===== src/rtl/csa_pkg.sv =====
// Shared definitions for the carry-save serial accumulator.
// Holds the controller state encoding and the internal accumulator width helper.
// Nothing here carries state; it is imported by the accumulator top and its row.
package csa_pkg;

  typedef enum logic [1:0] {
    ST_ACC     = 2'd0,
    ST_RESOLVE = 2'd1,
    ST_OUT     = 2'd2
  } csa_state_t;

  // Internal redundant-register width: operand width, extension, plus the carry-out bit.
  function automatic int acc_width(input int w, input int e);
    return w + e + 1;
  endfunction

endpackage


===== src/rtl/csa_row_3to2.sv =====
// Purpose: combinational 3:2 carry-save compressor row, WIDTH bits wide.
// Latency: zero cycles (pure combinational).
// Backpressure: none; consumer decides when outputs are captured.
// Ports: a, b, c  - three addends
//        sum      - bitwise XOR of the addends
//        carry    - bitwise majority shifted up one place (top carry dropped, modulo 2^WIDTH)
module csa_row_3to2 #(
  parameter int WIDTH = 8
) (
  input  logic [WIDTH-1:0] a,
  input  logic [WIDTH-1:0] b,
  input  logic [WIDTH-1:0] c,
  output logic [WIDTH-1:0] sum,
  output logic [WIDTH-1:0] carry
);

  logic [WIDTH-1:0] maj;

  assign sum   = a ^ b ^ c;
  assign maj   = (a & b) | (a & c) | (b & c);
  assign carry = maj << 1;

endmodule


===== src/rtl/csa_serial_accumulator.sv =====
// Purpose: sums N unsigned W-bit operands in carry-save form, then resolves to a W+E+1-bit result.
// Latency: one cycle per accepted operand, then RESOLVE (1 cycle with CSA_ACC_FAST_RESOLVE_EN,
//          otherwise 1..W+E+2 cycles of iterative carry propagation), then result held in OUT.
// Backpressure: in_ready only in ACC; result held stable until out_ready; next batch starts the cycle after.
// Ports: clk, rst_n (synchronous, active-low)
//        in_valid/in_ready/in_data     - operand stream
//        out_valid/out_ready           - result handshake
//        out_sum/out_cout              - registered result, low W+E bits and bit W+E
//        op_cnt                        - operands accepted in the current batch
// Build option: define CSA_ACC_FAST_RESOLVE_EN for a single-cycle adder-based resolve.
module csa_serial_accumulator
  import csa_pkg::*;
#(
  parameter int N = 9,
  parameter int E = 3,
  parameter int W = 4
) (
  input  logic                       clk,
  input  logic                       rst_n,
  input  logic                       in_valid,
  output logic                       in_ready,
  input  logic [W-1:0]               in_data,
  output logic                       out_valid,
  input  logic                       out_ready,
  output logic [W+E-1:0]             out_sum,
  output logic                       out_cout,
  output logic [$clog2(N+1)-1:0]     op_cnt
);

  localparam int ACC_W = acc_width(W, E);
  localparam int CNT_W = $clog2(N + 1);

  csa_state_t       state_q, state_d;
  logic [ACC_W-1:0] s_q, s_d;
  logic [ACC_W-1:0] c_q, c_d;
  logic [ACC_W-1:0] r_q, r_d;
  logic [CNT_W-1:0] cnt_q, cnt_d;

  logic [ACC_W-1:0] x_ext;
  logic [ACC_W-1:0] row_sum;
  logic [ACC_W-1:0] row_carry;

  assign x_ext = ACC_W'(in_data);

  csa_row_3to2 #(
    .WIDTH (ACC_W)
  ) u_row (
    .a     (s_q),
    .b     (c_q),
    .c     (x_ext),
    .sum   (row_sum),
    .carry (row_carry)
  );

  always_ff @(posedge clk) begin
    if (!rst_n) begin
      state_q <= ST_ACC;
      s_q     <= '0;
      c_q     <= '0;
      r_q     <= '0;
      cnt_q   <= '0;
    end else begin
      state_q <= state_d;
      s_q     <= s_d;
      c_q     <= c_d;
      r_q     <= r_d;
      cnt_q   <= cnt_d;
    end
  end

  always_comb begin
    state_d   = state_q;
    s_d       = s_q;
    c_d       = c_q;
    r_d       = r_q;
    cnt_d     = cnt_q;
    in_ready  = 1'b0;
    out_valid = 1'b0;

    case (state_q)
      ST_ACC: begin
        in_ready = 1'b1;
        if (in_valid) begin
          s_d   = row_sum;
          c_d   = row_carry;
          cnt_d = cnt_q + CNT_W'(1);
          if (cnt_q == CNT_W'(N - 1)) begin
            state_d = ST_RESOLVE;
          end
        end
      end

      ST_RESOLVE: begin
`ifdef CSA_ACC_FAST_RESOLVE_EN
        r_d     = s_q + c_q;
        state_d = ST_OUT;
`else
        // Ripple one carry step per cycle; S+C is invariant modulo 2^ACC_W,
        // and C empties within ACC_W steps because it only ever shifts upward.
        if (c_q == '0) begin
          r_d     = s_q;
          state_d = ST_OUT;
        end else begin
          s_d = s_q ^ c_q;
          c_d = (s_q & c_q) << 1;
        end
`endif
      end

      ST_OUT: begin
        out_valid = 1'b1;
        if (out_ready) begin
          s_d     = '0;
          c_d     = '0;
          cnt_d   = '0;
          state_d = ST_ACC;
        end
      end

      default: begin
        state_d = ST_ACC;
      end
    endcase
  end

  assign out_sum  = r_q[ACC_W-2:0];
  assign out_cout = r_q[ACC_W-1];
  assign op_cnt   = cnt_q;

endmodule


===== config.mk =====
export PLATFORM = sky130hd
export DESIGN_NAME = csa_serial_accumulator
export DESIGN_NICKNAME = d
export VERILOG_FILES = /design/src/rtl/csa_pkg.sv /design/src/rtl/csa_row_3to2.sv /design/src/rtl/csa_serial_accumulator.sv
export SDC_FILE = /design/constraint.sdc
export NUM_CORES = 1
export LEC_CHECK = 0
export CAP_MARGIN = 20
export CORE_AREA = 2 2 63 65
export CTS_CLUSTER_SIZE = 24
export DETAILED_ROUTE_END_ITERATION = 10
export DIE_AREA = 0 0 65 67
export PLACE_DENSITY_LB_ADDON = 0.12
export RECOVER_POWER = 25
export SKIP_LAST_GASP = 1
export SLEW_MARGIN = 20
export SYNTH_ARGS = -nofsm -noshare
export SYNTH_HDL_FRONTEND = slang
export SYNTH_HIERARCHICAL = 1
export SYNTH_SLANG_ARGS = --single-unit

===== constraint.sdc =====
create_clock -name clk -period 1.7 [get_ports clk]
set_input_delay 0.34 -clock clk [delete_from_list [all_inputs] [get_ports clk]]
set_output_delay 0.34 -clock clk [all_outputs]
set_load 0.02 [all_outputs]

==> out/results.ini <==
[cts]
cts.path.max_buffers=2
cts_sinks=30
cts.clk_slew.worst_paths_ps=60
cts_max_level=2
cts_buffers=5
cts_tree=built
cts_root_buf=clkbuf_8
clock_latency_ps=270
holdBufCountCts=0

[worst_setup_path]
cp-end-kind=primary output
cp_slowest_cell=clkdlybuf4s50_1
worstPathCellList=clkdlybuf4s50_1
r2r_slack_ps=100
r2r_start=state_q[1]
start_kind=register
worst-path-buf-inv=1
worst-setup-path-type=reg -> out
crit_arrival_ps=1290
rr_worst_depth=5
cp_data_required_time_ps=1360
r2r_end=s_q[0]
crit_family=buffers and inverters
critical-path-max-stage-delay_ps=630
crit_fanout=5

[synth]
yosysSeqAreaShare_pct=33.6
synth-edff-count=0
syn_area_sq_um=1790
synth_cells=184
synth_area_per_cell_sq_um=9.71
synthArstFlopShare_pct=0
ys_warn_count=6
synth_largest_area_cell=dfxtp_1
synthDistinctLibCells=32
synthTopCellsByArea=dfxtp_1 34%, o211a_1 9.0%, ha_1 8.4%, nor2b_1 8.4%, fa_1 7.8%
synthFlopType=dfxtp_1
synth_top_area_share_pct=33.6
ys_seq_elements=30

[floorplan]
start_util_pct=49.5
die_y_um=67
rows=22
die_w_um=65
num_io_pins=22
core-area_sq_um=3610
fp.dieArea_sq_um=4360

[global_routing]
grt_pass1_vias=1492
grt_use_total_pct=19.2
grt_max_degree=33
grt_pass1_wl_mm=6.39
gr-total-overflow=0
antenna_found_initial=0

[route]
wl_met1_mm=1.75
route.detailed.drc=0
routed_via_density=5.48
antenna_left=0
wl_met3_um=152
vias=1458
drt_wl_total_mm=3.80
drt-pass1-iter-count=4
wl_met2_mm=1.88
avgRoutedWirePerCell_um=14.3
drt-initial-drc-count=55
highest_layer=met4

[power]
total_power_mw=1.69
switchingPower_mw=0.443
clkPwrFrac_pct=34.4
switching_share_pct=26.3
seq_power_share_pct=47.3
power.internal_mw=1.24
pwr-share-comb_pct=18.3
vdd_drop_max_mv=0.541
power_per_cell_area_nw_per_um2=756
leakagePower_nw=1.12

[sta]
finalHoldViolCount=0
hold_ws_ps=488
period_needed_ps=1630
fin_skew_ps=1.71
slew_viol_final=0
max_freq_mhz=613
finalCritPeriodShare_pct=96.0
setup-tns-final_ps=0
setup_viol=0

[final_layout]
antenna_cells=0
instances_no_fill=266
drive_above_1_share_pct=13.8
nets=244
fillers=331
syn2layout_area_growth_pct=24.9

[min_path]
worst_hold_startpoint=state_q[0]
min_to=state_q[0]
whs_path_depth=2
min_path_type=reg -> reg

[place]
placed_cells=258
gp_congestion=0.750
hpwlAfterDp_mm=2.71
numPortBuffers=21

[flow_run]
maxCapViolCount=0

[run_status]
outcome=finished, final reports clean

## flip-flops by register name, indices dropped and copies added, names as in the netlist
name	count
c_q	8
op_cnt	4
r_q	8
s_q	8
state_q	2
## worst reg2reg max path, stage by stage (launching register included)
cell and delay, ps:
dfxtp_2 340, inv_2 60, ha_2 230, o311a_4 420
and2_4 220, o211a_1 230
## Yosys cell counts (2+ instances only)
library cell / n
dfxtp_1: 30
nor2b_1: 24
o211a_1: 16
a21oi_1: 15
nand3_1: 15
ha_1: 12
mux2i_1: 10
clkbuf_1: 8
fa_1: 7
nand2_1: 6
inv_1: 5
o21ai_0: 5
a21boi_0: 4
or4_1: 3
a31oi_1: 2
and2_1: 2
buf_6: 2
conb_1: 2
nand2b_1: 2
nor4_1: 2
## layer usage
layer / GRT usage, % / vias to the layer above
met2: 33.8 / 32
met1: 23.1 / 701
li1: - / 721
met5: 0 / -
met4: 4.79 / 0
met3: 5.57 / 4
## final cells by class
class	instances	area [sq um]	area share [%]
inverter	5	18.8	0.841
tap	48	60.1	2.69
sequential	30	603	27.0
multi-input combinational	140	1140	51.1
clock buffer	7	86.3	3.87
timing repair buffer	35	317	14.2
clock inverter	1	5.00	0.224
## worst max-delay path by stage
stage	cells past startpoint	slack (ps)	start	to
final	1	70	op_cnt[1]	op_cnt[1]
after floorplan	8	-10	state_q[0]	c_q[1]
after detailed placement	6	-180	in_data[2]	s_q[2]
after global placement	6	-100	in_data[2]	s_q[2]
after global routing	1	-1	op_cnt[1]	op_cnt[1]
after CTS	1	30	op_cnt[0]	op_cnt[0]
## power by group through the flow
stage                     logic [mW]  clock network [mW]  registers (mW)
final                          0.308               0.580           0.798
after global placement         0.287                   0           0.812
after floorplan                0.218                   0           0.806
after global routing           0.347               0.630           0.807
after CTS                      0.313               0.599           0.799
after detailed placement       0.310                   0           0.815
## cells in the final DEF (no fill, tap or decap), drive strengths merged, types with 4 or more instances in the layout
cell / n
fa: 7
ha: 12
o21ai: 5
a21boi: 4
clkbuf: 9
nor2b: 24
nand2: 6
clkdlybuf4s50: 16
mux2i: 10
buf: 13
o211a: 16
inv: 5
dfxtp: 30
a21oi: 15
nand3: 16
conb: 5
## timing repair
| action | CTS | global route |
|---|---|---|
| hold endpoints to repair | 0 | 0 |
| setup endpoints to repair | 2 | 3 |
| buffers inserted | 0 | 0 |
| resized for setup | 2 | 3 |
## metrics by stage
step	cell area [sq um]	util, %	worst slack [ps]
after floorplan	1840	-	-13.8
after global placement	2160	59.8	-96.2
after detailed placement	2160	59.8	-180
after CTS	2240	62.2	33.1
after global routing	2230	61.9	-1.42
final	2230	61.9	67.5
## cells by family after synthesis
| group | after synthesis | synth area share (%) |
|---|---|---|
| simple gates | 60 | 19.7 |
| compound gates | 44 | 17.9 |
| flops | 30 | 33.6 |
| fa+ha+maj | 19 | 16.2 |
| buf+inv | 17 | 4.62 |
| mux | 10 | 5.60 |
| other cells | 2 | 0.420 |
| xor+xnor | 2 | 1.82 |
Note: power is estimated with default switching activity, not from simulation.
